--- config.mk ---
export PLATFORM = sky130hd
export DESIGN_NAME = mcycle_sequencer
export DESIGN_NICKNAME = d
export VERILOG_FILES = /design/src/rtl/mcycle_sequencer.sv
export SDC_FILE = /design/constraint.sdc
export NUM_CORES = 1
export LEC_CHECK = 0
export ABC_AREA = 1
export BUFFER_PORTS_ARGS = -buffer_cell sky130_fd_sc_hd__buf_2
export CORE_UTILIZATION = 35
export CTS_CLUSTER_DIAMETER = 60
export DETAILED_ROUTE_END_ITERATION = 16
export GPL_TIMING_DRIVEN = 0
export PLACE_DENSITY = 0.69
export SETUP_SLACK_MARGIN = 0.2
export SLEW_MARGIN = 20
export SYNTH_ARGS = -nofsm -noshare
export SYNTH_HDL_FRONTEND = slang
export SYNTH_SLANG_ARGS = --single-unit
--- constraint.sdc ---
create_clock -name clk -period 2.7 [get_ports clk]
set_input_delay 0.135 -clock clk [delete_from_list [all_inputs] [get_ports clk]]
set_output_delay 0.135 -clock clk [all_outputs]
set_load 0.02 [all_outputs]
--- src/rtl/mcycle_sequencer.sv ---
// T-state / M-cycle sequencer for a Z80-style core: drives fetch, PC-increment,
// writeback and address-source strobes. Define SEQ_HALT_EN to enable the HALT state.
module mcycle_sequencer #(
    parameter int MAX_MCYC = 6
) (
    input  logic       clk,
    input  logic       rst,
    input  logic [2:0] mcyc_len,
    input  logic       wb_req,
    input  logic       mem_addr_req,
    input  logic       pc_inc_req,
    input  logic       mem_wait,
    input  logic       halt_req,
    input  logic       wake,
    output logic       m1t1,
    output logic       inc_pc,
    output logic       writeback,
    output logic       drive_addr,
    output logic [1:0] tstate,
    output logic [2:0] mcycle,
    output logic       instr_done,
    output logic       halted
);

    typedef enum logic [1:0] {
        S_IDLE = 2'd0,
        S_RUN  = 2'd1,
        S_HALT = 2'd2
    } state_t;

    state_t     r_state, w_state_nx;
    logic [1:0] r_tstate, w_tstate_nx;
    logic [2:0] r_mcycle, w_mcycle_nx;
    logic [2:0] r_len, w_len_nx;
    logic [2:0] w_len_eff;
    logic       w_run, w_t4, w_last, w_hold;
    logic       w_halt_go, w_wake;

    function automatic logic [2:0] clamp_len(input logic [2:0] raw);
        if (raw == 3'd0)
            return 3'd1;
        if (int'(raw) > MAX_MCYC)
            return 3'(MAX_MCYC);
        return raw;
    endfunction

`ifdef SEQ_HALT_EN
    // A pending wake at the halting instruction cancels the halt.
    assign w_halt_go = halt_req & ~wake;
    assign w_wake    = wake;
    assign halted    = (r_state == S_HALT);
`else
    logic w_unused_halt;
    assign w_unused_halt = halt_req ^ wake;
    assign w_halt_go     = 1'b0;
    assign w_wake        = 1'b0;
    assign halted        = 1'b0;
`endif

    // During M1 the length is not yet latched, so decode it live from the decoder.
    always_comb begin
        w_len_eff = (r_mcycle == 3'd0) ? clamp_len(mcyc_len) : r_len;
        w_run     = (r_state == S_RUN);
        w_t4      = (r_tstate == 2'd3);
        w_last    = (r_mcycle == (w_len_eff - 3'd1));
        w_hold    = (r_tstate == 2'd1) && mem_wait;
    end

    always_comb begin
        w_state_nx  = r_state;
        w_tstate_nx = r_tstate;
        w_mcycle_nx = r_mcycle;
        w_len_nx    = r_len;
        case (r_state)
            S_IDLE: begin
                w_state_nx  = S_RUN;
                w_tstate_nx = 2'd0;
                w_mcycle_nx = 3'd0;
            end
            S_RUN: begin
                if (!w_hold)
                    w_tstate_nx = r_tstate + 2'd1;
                if (w_t4) begin
                    if (r_mcycle == 3'd0)
                        w_len_nx = w_len_eff;
                    if (w_last) begin
                        w_mcycle_nx = 3'd0;
                        if (w_halt_go)
                            w_state_nx = S_HALT;
                    end else begin
                        w_mcycle_nx = r_mcycle + 3'd1;
                    end
                end
            end
            S_HALT: begin
                w_tstate_nx = 2'd0;
                w_mcycle_nx = 3'd0;
                if (w_wake)
                    w_state_nx = S_RUN;
            end
            default: begin
                w_state_nx  = S_IDLE;
                w_tstate_nx = 2'd0;
                w_mcycle_nx = 3'd0;
            end
        endcase
    end

    always_ff @(posedge clk or negedge rst) begin
        if (!rst) begin
            r_state  <= S_IDLE;
            r_tstate <= 2'd0;
            r_mcycle <= 3'd0;
            r_len    <= 3'd1;
        end else begin
            r_state  <= w_state_nx;
            r_tstate <= w_tstate_nx;
            r_mcycle <= w_mcycle_nx;
            r_len    <= w_len_nx;
        end
    end

    // All strobes are gated by RUN, so reset and HALT force them low.
    assign tstate     = r_tstate;
    assign mcycle     = r_mcycle;
    assign m1t1       = w_run && (r_mcycle == 3'd0) && (r_tstate == 2'd0);
    assign inc_pc     = w_run && (r_tstate == 2'd1) && !mem_wait &&
                        ((r_mcycle == 3'd0) || pc_inc_req);
    assign drive_addr = w_run && (r_mcycle != 3'd0) && (r_tstate != 2'd3) && mem_addr_req;
    assign writeback  = w_run && w_t4 && wb_req;
    assign instr_done = w_run && w_t4 && w_last;

endmodule

==> metrics.md, run 1 <==
| Metric | Value |
|---|---|
| Final TNS setup | `0 ps` |
| Worst-Skew Late Latency | `260 ps` |
| Unrepaired setup endpoints after global routing | `no` |
| ANT nets after route | `0` |
| Antenna cells | `0` |
| # setup viols final | `0` |
| Switching share of power | `0.361` |
| Register bit total from synthesis | `9` |
| Setup CP Type | `reg2out` |
| Clock slew at reported path FFs | `60 ps` |
| Routed len/inst | `9.61 um` |
| Metal2 WL | `767 um` |
| Min-Delay Path Class | `in2reg` |
| GRT Total Usage | `0.144` |
| Dpl hpwl | `1.07 mm` |
| Status | `finished clean` |
| Share of layout cells above drive strength 1 | `0.416` |
| Number of CTS-inserted buffers | `3` |
| Die span in x | `45.7 um` |
| Post-Route Utilization | `0.521` |
| Period utilization | `0.883` |
| WL final | `1.44 mm` |
| Sequential fraction of the synthesis area | `0.339` |
| Drt first pass iters | `3` |
| Initial core utilization | `0.379` |
| Synth cell types | `19` |
| Family with the most delay on the worst path | `simple AND/OR/NAND/NOR gates` |
| Die area | `2090 um2` |
| Post-synth EDFFs | `0` |
| Nets@finish | `143` |
| Reg-to-reg critical path endpoint | `mcycle[0]` |
| Drc violations | `0` |
| Cell area after synthesis | `668 um2` |
| Die span in y | `45.7 um` |
| Max Used Layer | `met3` |
| Vias/cell | `4.18` |
| CTS tree | `yes` |
| CP Data Arrival Time | `2250 ps` |
| PortBufs | `18` |
| Crit path max fanout | `6` |
| Starting DRC count in detailed routing | `5` |
| Max Clk Rate | `420 MHz` |
| Worst-path cell chain | `inv_2 -> ha_4 -> inv_2 -> nor2_4 -> nand3_2 -> nand2_2 -> ha_2 -> inv_2 -> nand2_1 -> nand2_2 -> inv_2 -> nand2_2 -> a21oi_4 -> nand2_2 -> nor2_2 -> buf_6` |
| CORE AREA | `1760 um2` |
| Worst hold endpoint | `r_len[2]` |
| Max rail drop VDD | `285 uV` |
| Hold Worst Slack | `182 ps` |
| Critical Path RT | `2570 ps` |
| Vias in the first global route | `573` |
| Largest net degree at the start of global routing | `10` |
| Bufs on Longest Clock Path | `2` |
| CTS sink cnt | `9` |
| Comb pwr share | `0.380` |
| Leakage power | `0.527 nW` |
| Placer Congestion | `0.794` |
| Total gr overflow | `0` |
| Initial antenna violation count | `0` |
| Clock power share | `0.224` |
| Endpoints failing hold | `0` |
| CP Capture Type | `primary output` |
| Root Buffer Master | `clkbuf_4` |
| Metal-1 WL | `641 um` |
| # IOs | `22` |
| Final worst-path setup slack | `316 ps` |
| Layout area overhead | `37.5%` |
| Worst reg-to-reg path cell count | `17` |
| Async set-reset flop share out of synthesis | `1.00` |
| CP max-delay cell | `dfrtp_2` |
| R2R Path Start | `mcycle[0]` |
| Hold Path Origin | `mcyc_len[2]` |
| Synthesized net count | `112` |
| WP buf/inv | `5` |
| P_sw | `0.171 mW` |
| Max stage delay on crit path | `440 ps` |
| Number of H-tree levels | `1` |
| Seq pwr share | `0.396` |
| Syn_area_per_cell | `7.03 um2` |
| Std-Cell Rows | `15` |
| Min Tclk post-route | `2380 ps` |
| First-pass GRT wire length | `2.17 mm` |
| Vias | `627` |
| FF-to-FF setup slack | `620 ps` |
| Met3 routed wirelength | `33 um` |
| Max-capacitance violation count | `0` |
| Cell internal pwr | `0.302 mW` |
| Top FF cell, synth | `dfrtp_1` |
| Worst Hold Path Cells | `3` |
| Layout Skew | `0.875 ps` |
| Pre-CTS WS | `407 ps` |
| Max-slew violation count | `0` |
| Power per cell area | `515 nW/um2` |
| Yosys warnings | `0` |
| Synth Instances | `95` |
| Startpoint types | `register` |
-- power by group through the flow --
| stage | registers (mW) | clock network (mW) | logic (mW) |
|---|---|---|---|
| finish | 0.187 | 0.106 | 0.180 |
| global route | 0.192 | 0.117 | 0.201 |
| CTS | 0.186 | 0.113 | 0.156 |
| detailed placement | 0.189 | 0 | 0.154 |
| global placement | 0.187 | 0 | 0.147 |
| floorplan | 0.194 | 0 | 0.107 |
-- routing by layer --
layer / up-vias / global-route usage
met1: 277 / 0.180
li1: 344 / -
met4: 0 / 0.0529
met3: 0 / 0.0119
met5: - / 0
met2: 6 / 0.254
-- layout make-up --
type,instances,area (um2)
buffer,2,12.5
clock buffer,4,26.3
fill,183,846
inverter,16,60.1
multi-input combinational,68,402
sequential,9,228
tap,25,31.3
timing repair buffer,26,159
-- how the worst max path moves through the flow --
stage / startpoint / cells past startpoint / end
detailed placement: mcycle[0] / 14 / instr_done
finish: mcycle[0] / 16 / instr_done
CTS: mcycle[0] / 14 / instr_done
global route: mcycle[0] / 16 / instr_done
floorplan: mcycle[0] / 13 / instr_done
global placement: mcycle[0] / 14 / instr_done
-- kinds of logic after synthesis --
| group | after synthesis | synth area share |
|---|---|---|
| buffers and inverters | 18 | 0.109 |
| adder cells (fa/ha/maj) | 6 | 0.112 |
| AND/OR/NAND/NOR | 49 | 0.320 |
| AO/OA/AOI/OAI | 10 | 0.0955 |
| XOR/XNOR | 1 | 0.0131 |
| flip-flops | 9 | 0.339 |
| other | 2 | 0.0112 |
-- synth_stat cells (all sizes together), types with 2 or more instances --
library cell,count,area share
nand2,32,0.20
nor2,9,0.054
a21oi,2,0.032
nand3,8,0.067
dfrtp,8,0.30
conb,2,0.011
ha,6,0.11
buf,2,0.019
inv,16,0.090
o21ai,7,0.052
-- flip-flops by register name, summed over array words and instances, names as in the netlist --
| register | cells |
|---|---|
| tstate | 2 |
| r_len | 3 |
| mcycle | 3 |
| r_state | 1 |
-- stage by stage --
stage	cell area (um2)	std cells	power, mW
CTS	833	143	0.456
global placement	790	138	0.334
finish	918	150	0.473
floorplan	668	95	0.301
detailed placement	790	138	0.343
global route	918	150	0.510
-- cells in the final DEF (no fill, tap or decap), drive strengths merged --
cell type / netlist / layout
conb: 2 / 2
o21ai: 7 / 7
dfstp: 1 / 1
o21a: 1 / 1
dlygate4sd3: 0 / 1
xnor2: 1 / 1
nand2: 32 / 32
clkbuf: 0 / 4
ha: 6 / 6
a21oi: 2 / 2
inv: 16 / 16
dfrtp: 8 / 8
buf: 2 / 27
nand3: 8 / 8
nor2: 9 / 9
-- tightest hold or removal path: cells and delay by family --
family                 cells  cell delay, ps
AOI/OAI and AO/OA          1              80
buffers and inverters      2             170
-- timing repair --
| action | 4_1_cts | 5_1_grt |
|---|---|---|
| hold buffers | 1 | 0 |
| setup endpoints to repair | 1 | 1 |
| gates resized for setup | 2 | 14 |
| gates cloned | 0 | 0 |
| pin swaps | 0 | 11 |
| hold endpoints to repair | 9 | 0 |
| buffers inserted | 0 | 7 |
No activity file was read; power rests on OpenSTA's default activity.
==> run 2: changes to the inputs <==
--- a/config.mk
+++ b/config.mk
@@ -6,12 +6,14 @@
 export NUM_CORES = 1
 export LEC_CHECK = 0
 export ABC_AREA = 1
-export BUFFER_PORTS_ARGS = -buffer_cell sky130_fd_sc_hd__buf_2
+export BUFFER_PORTS_ARGS = -buffer_cell sky130_fd_sc_hd__clkbuf_2
 export CORE_UTILIZATION = 35
 export CTS_CLUSTER_DIAMETER = 60
 export DETAILED_ROUTE_END_ITERATION = 16
 export GPL_TIMING_DRIVEN = 0
+export HOLD_SLACK_MARGIN = 0.1
 export PLACE_DENSITY = 0.69
+export RECOVER_POWER = 50
 export SETUP_SLACK_MARGIN = 0.2
 export SLEW_MARGIN = 20
 export SYNTH_ARGS = -nofsm -noshare
==> run 2 against run 1 <==
Net effect:
- final cell count down 1.3%
- die area unchanged
- clock power up 4%
- first-iteration DRC count up 40%
- critical path depth down 2
- sequential power about the same
- largest cell class unchanged
==> metrics.md, run 2 (synthesis gave the netlist of run 1 again) <==
| Metric | Value |
|---|---|
| Max-slew violation count | `0` |
| Worst hold endpoint | `r_len[2]` |
| Initial antenna violation count | `0` |
| R2R Path Start | `mcycle[0]` |
| Root Buffer Master | `clkbuf_4` |
| Max stage delay on crit path | `440 ps` |
| ANT nets after route | `0` |
| CTS sink cnt | `9` |
| Setup CP Type | `reg2out` |
| Max Used Layer | `met4` |
| # setup viols final | `0` |
| Unrepaired setup endpoints after global routing | `no` |
| Routed len/inst | `9.13 um` |
| Initial core utilization | `0.379` |
| Max-capacitance violation count | `0` |
| Met3 routed wirelength | `32 um` |
| Final TNS setup | `0 ps` |
| GRT Total Usage | `0.147` |
| Min Tclk post-route | `2360 ps` |
| Most frequent cells in the layout | `nand2_1, inv_1, clkbuf_2, nor2_1` |
| Vias | `656` |
| CP max-delay cell | `dfrtp_1` |
| Metal2 WL | `678 um` |
| Total gr overflow | `0` |
| Metal-1 WL | `617 um` |
| Layout area overhead | `31.6%` |
| Worst Hold Path Cells | `3` |
| Critical Path RT | `2570 ps` |
| Vias/cell | `4.43` |
| Reg-to-reg critical path endpoint | `mcycle[1]` |
| Max Clk Rate | `424 MHz` |
| CP Capture Type | `primary output` |
| Nets@finish | `141` |
| Largest net degree at the start of global routing | `10` |
| Drt first pass iters | `4` |
| Starting DRC count in detailed routing | `7` |
| Endpoints failing hold | `0` |
| Vias in the first global route | `544` |
| CORE AREA | `1760 um2` |
| Bufs on Longest Clock Path | `2` |
| Layout Skew | `0.848 ps` |
| Min-Delay Path Class | `in2reg` |
| Status | `finished clean` |
| Hold Path Origin | `mcyc_len[2]` |
| First-pass GRT wire length | `2.15 mm` |
| Period utilization | `0.873` |
| PortBufs | `18` |
| Clock slew at reported path FFs | `60 ps` |
| Leakage power | `0.501 nW` |
| Startpoint types | `register` |
| FF-to-FF setup slack | `770 ps` |
| Antenna cells | `0` |
| Most common cell after layout, fill and taps aside | `nand2_1` |
| Die span in y | `45.7 um` |
| Drc violations | `0` |
| Placer Congestion | `0.792` |
| Tot Pwr | `0.460 mW` |
| # IOs | `22` |
| Dpl hpwl | `1.03 mm` |
| CP Data Arrival Time | `2220 ps` |
| Power per cell area | `522 nW/um2` |
| Worst-path cell chain | `inv_2 -> ha_4 -> inv_2 -> nor2_4 -> o21ai_0 -> ha_1 -> inv_1 -> nand2_1 -> nand2_1 -> nand3_1 -> a21oi_4 -> nand2_2 -> nor2_1 -> buf_4` |
| Die span in x | `45.7 um` |
| Share of layout cells above drive strength 1 | `0.309` |
| Crit path max fanout | `5` |
| Number of CTS-inserted buffers | `3` |
| CTS tree | `yes` |
| WL final | `1.35 mm` |
| Worst reg-to-reg path cell count | `14` |
| Number of H-tree levels | `1` |
| Worst-Skew Late Latency | `270 ps` |
| Std-Cell Rows | `15` |
| Die area | `2090 um2` |
| Max rail drop VDD | `313 uV` |
==> run 2: cell count changes in the layout (fill, tap and decap cells not counted), moves of 2 or more <==
cell | previous run | this run
nand2_2 | 7 | 5
nand2_1 | 25 | 27
inv_1 | 10 | 13
inv_2 | 6 | 3
clkbuf_2 | 0 | 13
buf_2 | 18 | 1
clkbuf_1 | 1 | 5
==> run 2: layout make-up <==
cell class / count / area [um2]
well taps: 25 / 31.3
clock buffers: 4 / 26.3
flip-flops and latches: 9 / 228
repair buffers: 24 / 135
inverters: 16 / 60.1
plain buffers: 2 / 12.5
multi-input cells: 68 / 387
fillers: 185 / 885
==> run 2: through the flow <==
step	hold WS (ps)	cells	area [um2]	utilization	worst slack, ps
4_1_cts	163	143	833	0.472	201
3_5_place_dp	3.36	138	790	0.448	397
5_1_grt	189	148	880	0.499	162
2_1_floorplan	-161	95	668	-	480
3_3_place_gp	3.51	138	790	0.448	454
6_report	161	148	880	0.499	342
==> run 2: power breakdown <==
group          switching, mW  leakage (nW)  internal [mW]  total (mW)
clock                 0.0526        0.0150         0.0573       0.110
combinational         0.0976         0.375         0.0649       0.162
sequential            0.0175         0.112          0.170       0.187
total                  0.168         0.501          0.292       0.460
==> run 2: what timing repair did <==
item / CTS / global route
hold buffers: 1 / 0
setup endpoints to repair: 1 / 1
pin swaps: 0 / 3
hold endpoints to repair: 9 / 0
resized for setup: 2 / 6
buffers inserted: 0 / 5
==> run 2: worst max path at each step <==
stage	cells after the start	end	from
2_1_floorplan	13	instr_done	mcycle[0]
3_3_place_gp	14	instr_done	mcycle[0]
3_5_place_dp	14	instr_done	mcycle[0]
4_1_cts	14	instr_done	mcycle[0]
5_1_grt	16	instr_done	mcycle[0]
6_report	14	instr_done	mcycle[0]
==> run 2: critical path, delay by kind of cell, from the launching register on <==
kind                     cells  cell delay (ps)
AND/OR/NAND/NOR              6              540
flip-flops                   1              440
buffers and inverters        4              350
adder cells (fa/ha/maj)      2              350
AO/OA/AOI/OAI                2              260
==> run 2: routing by layer <==
metal / up-vias / track usage
li1: 340 / -
met3: 2 / 0.0357
met4: 0 / 0.0706
met5: - / 0
met2: 10 / 0.231
met1: 304 / 0.188
